<file path="config.mk">
export PLATFORM = sky130hd
export DESIGN_NAME = booth_mul_ctrl
export DESIGN_NICKNAME = d
export VERILOG_FILES = /design/src/rtl/booth_mul_ctrl.sv
export SDC_FILE = /design/constraint.sdc
export NUM_CORES = 1
export LEC_CHECK = 0
export ABC_AREA = 1
export CAP_MARGIN = 15
export CORE_MARGIN = 1.5
export CORE_UTILIZATION = 42
export CTS_CLUSTER_SIZE = 40
export DETAILED_ROUTE_END_ITERATION = 12
export PLACE_DENSITY = 0.76
export SYNTH_ARGS = -nofsm -noshare
export SYNTH_HDL_FRONTEND = slang
export SYNTH_SLANG_ARGS = --single-unit
</file>
<file path="constraint.sdc">
create_clock -name clk -period 1.38 [get_ports clk]
set_input_delay 0.207 -clock clk [delete_from_list [all_inputs] [get_ports clk]]
set_output_delay 0.207 -clock clk [all_outputs]
set_load 0.02 [all_outputs]
</file>
<file path="src/rtl/booth_mul_ctrl.sv">
// booth_mul_ctrl: radix-2 Booth sequencer driving a shared external adder; 32 add/sub+shift steps form a signed 64-bit product.
module booth_mul_ctrl #(
    parameter int WIDTH = 32,
    parameter int CNT_W = 6
) (
    input  logic             clk,
    input  logic             nRst,
    input  logic             start,
    input  logic [WIDTH-1:0] multiplicand,
    input  logic [WIDTH-1:0] multiplier,
    output logic [WIDTH-1:0] add_x,
    output logic [WIDTH-1:0] add_y,
    output logic             add_cin,
    input  logic [WIDTH-1:0] add_sum,
    input  logic             add_cout,
    output logic             busy,
    output logic             done,
    output logic [WIDTH-1:0] hi_out,
    output logic [WIDTH-1:0] lo_out
);
    typedef enum logic [1:0] {IDLE, RUN, DONE} state_t;
    state_t state, state_nx;
    logic [WIDTH-1:0] a, q, m, a_new;
    logic [CNT_W-1:0] cnt;
    logic q_1, s, run, do_add, do_sub, last;

    always_comb begin
        run      = state == RUN;
        do_add   = run && {q[0], q_1} == 2'b01;
        do_sub   = run && {q[0], q_1} == 2'b10;
        add_x    = run ? a : '0;
        add_y    = do_add ? m : do_sub ? ~m : '0;
        add_cin  = do_sub;
        a_new    = (do_add || do_sub) ? add_sum : a;
        // 33rd result bit recovered from the carry so M = most-negative stays exact
        s        = (do_add || do_sub) ? a[WIDTH-1] ^ add_y[WIDTH-1] ^ add_cout : a[WIDTH-1];
        last     = cnt == CNT_W'(WIDTH - 1);
        state_nx = run ? (last ? DONE : RUN) : (start ? RUN : IDLE);
    end

    assign busy = run;
    assign done = state == DONE;

    always_ff @(posedge clk) begin
        if (!nRst) begin
            state  <= IDLE;
            a      <= '0;
            q      <= '0;
            m      <= '0;
            q_1    <= 1'b0;
            cnt    <= '0;
            hi_out <= '0;
            lo_out <= '0;
        end else begin
            state <= state_nx;
            if (!run && start) begin
                m   <= multiplicand;
                q   <= multiplier;
                a   <= '0;
                q_1 <= 1'b0;
                cnt <= '0;
            end else if (run) begin
                {a, q, q_1} <= {s, a_new, q};
                cnt         <= cnt + 1'b1;
                if (last) {hi_out, lo_out} <= {s, a_new, q[WIDTH-1:1]};
            end
        end
    end
endmodule

</file>
==> results.json, run 1 <==
{
  "status": "complete, but fails checks",
  "failed_checks": "setup timing",
  "wl_per_cell_um": 15.3,
  "ys_seq_area_share_pct": 46.0,
  "max_clock_freq_ghz": 0.538,
  "synthesis.area_um2": 7350,
  "syn-mean-instance-area_um2": 7.62,
  "synth_cells": 965,
  "power.share.combinational_pct": 14.8,
  "synth.ff_latch_count": 169,
  "ir_worst_vdd_mv": 0.954,
  "fin_crit_sh_pct": 135,
  "layout-drive-gt1-share_pct": 28.4,
  "grt.overflow.total": 0,
  "grt_pass1_wl_mm": 33.6,
  "io_pins": 231,
  "tritoncts": "yes",
  "number_of_buffers_inserted_during_clock_tree_synthesis": 17,
  "synth_top_family_by_area": "compound AO/OA/AOI/OAI gates",
  "share_of_synthesized_area_spent_on_multiplexers_pct": 0,
  "p_leak_uw": 0.00590,
  "cts_max_level": 4,
  "numPortBuffers": 230,
  "synth_fa_ha_area_share_pct": 0.170,
  "setup_viol": 234,
  "cts_root_buffer": "clkbuf_16",
  "vias_per_cell": 4.93,
  "synth.distinct_cells": 30,
  "cts_sinks": 169,
  "crit_path_max_fanout": 8,
  "timing_worst_slew_pin_value_ns": 0.448,
  "final_core_area_utilization_pct": 67.9,
  "yosys.area_share.xor_xnor_pct": 0.238,
  "synth-simple-area-share_pct": 19.4,
  "die-area_um2": 18300,
  "routed_metal_1_wire_length_mm": 9.63,
  "number_of_standard_cells_in_the_layout_taps_in_and_fillers_out": 1463,
  "floorplan.die.height_um": 135,
  "dpl.cell_count": 1405,
  "synth_fp_nets": 1066,
  "finalWeightedCongestion": 0.797,
  "wl_met2_mm": 10.8,
  "p_clk_share_pct": 40.2,
  "crit_required_ns": 1.17,
  "clkLatencyLatePin_ns": 0.42,
  "internal_power_uw": 8510,
  "hpwl_after_detailed_placement_mm": 13.8,
  "min_path_type": "in2reg",
  "core.rowCount": 48,
  "number_of_vias_in_the_routed_layout": 7217,
  "start_util_pct": 42.8,
  "route.final.wire_length_mm": 22.4,
  "grt_start_max_net_pins": 63,
  "hold_violation_total_from_the_final_report": 0,
  "rsz0062_at_grt": "true",
  "power_switching_uw": 3020,
  "cts_hold_repair.buffers": 0,
  "area.growth.synth_to_final_pct": 58.7,
  "p_per_area_nw_per_um2": 989,
  "num_antenna_cells": 0,
  "setup.worst_path.start_class": "register",
  "die_boundary_width_um": 135,
  "gr-usage-all-layers_pct": 23.1,
  "timing_worst_setup_path_type": "reg2out",
  "category_of_the_worst_setup_path_capture_point": "output port",
  "drv.max_cap_violation_count": 0,
  "route.detailed.drc": 0,
  "grt_antenna_before_repair": 0,
  "timing.clock.skew_ns": 0.0145,
  "synth_compound_gate_area_share_pct": 22.3,
  "clock_tree.buffer_depth": 2,
  "layout_commonest_cell": "nand2_1",
  "synth.yosys.warnings": 0,
  "final.min_clock_period_ns": 1.86,
  "dr.max_layer_used": "met4",
  "floorplan.core_area_um2": 17200,
  "design_power_total_uw": 11500,
  "finalHoldWorstSlack_ns": 0.289,
  "number_of_global_route_vias_before_repair": 6742,
  "nets": 1326,
  "cp.arrival_ns": 1.65,
  "first_iter_violations": 364,
  "routed-wl-met3_mm": 1.57,
  "setup_slack_ns": -0.479,
  "power.share.switching_pct": 26.2,
  "antenna_violating_nets_post_route": 0,
  "power.share.sequential_pct": 45.0,
  "detailedRoute.firstPassIterationCount": 5,
  "clk_pin_slew_worst_paths_ns": 0.07,
  "final_cell_mix": "199 x nand2_1, 165 x dfxtp_1, 135 x inv_1",
  "slew_headroom_pct": 70.1,
  "timing_max_transition_violations_final": 0
}
-- layer usage --
metal	track usage, %	vias to the layer above
li1	-	3616
met1	29.5	3332
met2	38.2	242
met3	6.14	27
met4	7.29	0
met5	0	-
-- power by group through the flow --
stage,logic (µW),clock network (µW),registers (µW)
after CTS,1580,4710,5170
final,1710,4640,5190
after global routing,1850,4910,5210
after global placement,1450,0,5270
after floorplan,846,0,5250
after detailed placement,1470,0,5280
-- Yosys cell counts (all sizes together) --
cell type  count  share of area (%)
nand3b         1               0.27
clkbuf        29                1.5
nor2         110                5.9
nand3          6               0.58
xor2           1               0.12
dfxtp        169                 46
buf           34                3.1
and3           1              0.085
nand4          2               0.17
o21ai        130                 12
a31oi          1              0.085
o221ai        30                3.6
xnor2          1               0.12
or2            1              0.085
inv          142                7.3
nor3b          1               0.10
a21oi          4               0.27
ha             1               0.17
nand2        238                 12
o21a          32                3.3
o211ai        31                3.2
-- state kept, by name, indices dropped and copies added (netlist names) --
name / count
q_1: 1
state: 2
cnt: 6
q: 32
m: 32
lo_out: 32
hi_out: 32
a: 32
-- through the flow --
stage          instance area, µm²  setup TNS [ns]  worst slack, ns
3_5_place_dp                10300          -64.24           -0.515
5_1_grt                     11700          -85.59           -0.557
4_1_cts                     11100          -71.43           -0.450
2_1_floorplan                7630           -3.41          -0.0435
6_report                    11700          -65.84           -0.479
3_3_place_gp                10300          -59.98           -0.482
-- cell type report --
cell class                      instances  area, µm²
Fill cell                            1403       5510
Multi-Input combinational cell        592       3550
Sequential cell                       169       3390
Timing Repair Buffer                  303       3330
Inverter                              142        549
Clock buffer                           20        457
Tap cell                              225        282
Clock inverter                         12        114
-- path summary, 6_finish.rpt --
check             cells after the start  slack [ns]    endpoint  startpoint
hold reg to reg                       2        0.45  hi_out[31]  hi_out[31]
setup reg to reg                     13       -0.42  hi_out[30]    state[0]
hold / removal                        4        0.29       q[21]        nRst
setup / recovery                      9       -0.48   add_y[19]    state[0]
-- cell families after synthesis --
logic type	Yosys count
buffers and inverters	205
and+or+nand+nor	360
AOI/OAI and AO/OA	228
adders and majority gates	1
DFF	169
xor gates and xnor gates	2
-- what timing repair did --
item | in CTS | in global routing
setup endpoints to repair | 299 | 276
gates resized for setup | 391 | 99
pin swaps | 2 | 4
setup buffers | 4 | 6
gates cloned | 9 | 7
-- worst max-delay path: stages (launching register included) --
cell and delay (ns):
dfxtp_2 0.33, inv_2 0.04, nor2_4 0.10, buf_6 0.14, nand2_8 0.06, clkinv_8 0.08
buf_12 0.13, nand2_1 0.06, o21ai_1 0.12, buf_4 0.18
No activity file was read; power rests on OpenSTA's default activity.
==> run 2, diff against run 1 <==
- CORE_ASPECT_RATIO: not set -> 0.5
==> results.json, run 2 (synthesis gave the netlist of run 1 again) <==
{
  "status": "complete, but fails checks",
  "failed_checks": "setup timing",
  "fin_crit_sh_pct": 136,
  "number_of_vias_in_the_routed_layout": 7294,
  "grt.overflow.total": 0,
  "number_of_global_route_vias_before_repair": 7101,
  "final.min_clock_period_ns": 1.87,
  "ir_worst_vdd_mv": 0.872,
  "finalHoldWorstSlack_ns": 0.272,
  "hold_violation_total_from_the_final_report": 0,
  "drv.max_cap_violation_count": 0,
  "r2r-start": "state[0]",
  "layout-drive-gt1-share_pct": 29.1,
  "p_leak_uw": 0.00516,
  "final_core_area_utilization_pct": 71.6,
  "grt_start_max_net_pins": 63,
  "cts_hold_repair.buffers": 0,
  "layout_commonest_cell": "nand2_1",
  "gr-usage-all-layers_pct": 24.7,
  "timing.rr.end": "hi_out[28]",
  "cp.arrival_ns": 1.66,
  "first_iter_violations": 360,
  "cts_max_level": 4,
  "category_of_the_worst_setup_path_capture_point": "output port",
  "timing_worst_slew_pin_value_ns": 0.438,
  "timing_max_transition_violations_final": 0,
  "crit_path_top_delay_cell": "dfxtp_2",
  "multi_input_comb_area_um2": 3620,
  "pre_cts_setup_slack_ns": -0.547,
  "timing_worst_setup_path_type": "reg2out",
  "crit_required_ns": 1.17,
  "worst-r2r-cell-count": 11,
  "final_cell_mix": "196 x nand2_1, 165 x dfxtp_1, 161 x clkdlybuf4s50_1",
  "setup_slack_ns": -0.492,
  "number_of_buffers_inserted_during_clock_tree_synthesis": 17,
  "wl_per_cell_um": 15.8,
  "min_to": "m[24]",
  "num_antenna_cells": 0,
  "design_power_total_uw": 12400,
  "start_util_pct": 44.0,
  "vias_per_cell": 4.99,
  "tritoncts": "yes",
  "n_fill_cell": 1236,
  "clkLatencyLatePin_ns": 0.42,
  "detailedRoute.firstPassIterationCount": 4,
  "holdPathStages": 4,
  "nets": 1324,
  "timing.hold.worst.start": "nRst",
  "antenna_violating_nets_post_route": 0,
  "worstPathCellList": "inv_2 -> nor2_4 -> buf_6 -> nand2_8 -> clkinv_8 -> buf_12 -> nand2_1 -> o21ai_1 -> buf_4",
  "die_boundary_width_um": 190,
  "die-area_um2": 18300,
  "rrSetupSlack_ns": -0.42,
  "floorplan.die.height_um": 96.5,
  "clk_pin_slew_worst_paths_ns": 0.07,
  "p_per_area_nw_per_um2": 1030,
  "crit_path_max_fanout": 8,
  "grt_pass1_wl_mm": 35.4,
  "hpwl_after_detailed_placement_mm": 14.1,
  "setup_viol": 299,
  "slew_headroom_pct": 70.8,
  "io_pins": 231,
  "critPathMaxStageDelay_ns": 0.34,
  "max_clock_freq_ghz": 0.534,
  "numPortBuffers": 230,
  "core.rowCount": 33,
  "rsz0062_at_grt": "true",
  "grt_antenna_before_repair": 0,
  "setup.worst_path.start_class": "register",
  "finalWeightedCongestion": 0.794,
  "area.growth.synth_to_final_pct": 62.9,
  "route.final.wire_length_mm": 23.2,
  "timing.clock.skew_ns": 0.00995,
  "min_path_type": "in2reg",
  "clock_tree.buffer_depth": 2,
  "cts_root_buffer": "clkbuf_16",
  "cts_sinks": 169,
  "area_taken_by_flip_flops_and_latches_um2": 3390,
  "floorplan.core_area_um2": 16700,
  "route.detailed.drc": 0
}
==> run 2: changes by cell type in the layout (fill, tap and decap cells not counted), moves of 7 or more <==
cell,before,now
o221ai_1,20,28
o21ai_2,75,82
dlymetal6s2s_1,36,1
clkdlybuf4s50_1,98,161
buf_6,20,56
dlygate4sd2_1,28,0
nor2_2,28,12
buf_4,79,48
o221ai_2,10,2
nor2_4,10,30
==> run 2: repair_timing <==
action / CTS / global route
setup endpoints to repair: 300 / 300
resized for setup: 455 / 59
setup buffers: 10 / 4
cloned: 13 / 3
pin swaps: 5 / 3
==> run 2: routing by layer <==
| layer | global-route usage, % | wire, µm |
|---|---|---|
| met1 | 29.2 | 10000 |
| met2 | 45.2 | 11500 |
| met3 | 4.80 | 1080 |
| met4 | 9.19 | 531 |
| met5 | 0 | 0 |
==> run 2: critical path: cells and delay by family, from the launching register on <==
| family | cells | cell delay, ns |
|---|---|---|
| buf+inv | 5 | 0.56 |
| compound gates | 1 | 0.11 |
| flops | 1 | 0.34 |
| simple gates | 3 | 0.22 |
==> run 2: final cells by class <==
type | instances | area share [%]
clock buffer | 17 | 3.55
clock inverter | 15 | 1.96
inverter | 142 | 4.81
multi-input combinational | 591 | 30.2
sequential | 169 | 28.3
tap | 227 | 2.37
timing repair buffer | 302 | 28.8
==> run 2: metrics by stage <==
stage / TNS [ns] / cells / cell area (µm²)
after floorplan: -3.41 / 965 / 7630
after global placement: -72.82 / 1403 / 10300
after detailed placement: -76.59 / 1403 / 10300
after CTS: -90.27 / 1457 / 11700
after global routing: -107.45 / 1463 / 12000
final: -84.60 / 1463 / 12000
==> run 2: worst max-delay path by stage <==
stage,start,to,cells past startpoint
2_1_floorplan,state[0],lo_out[31],11
6_report,state[0],add_y[21],9
5_1_grt,state[0],add_y[21],9
4_1_cts,state[0],add_y[7],9
3_5_place_dp,q_1,add_y[0],8
3_3_place_gp,state[0],add_x[27],7
==> run 2: report_power, final <==
part	internal (µW)	leakage, µW	switching, µW
clock network	3270	0.000327	2110
logic	886	0.00345	910
registers	5060	0.00138	128
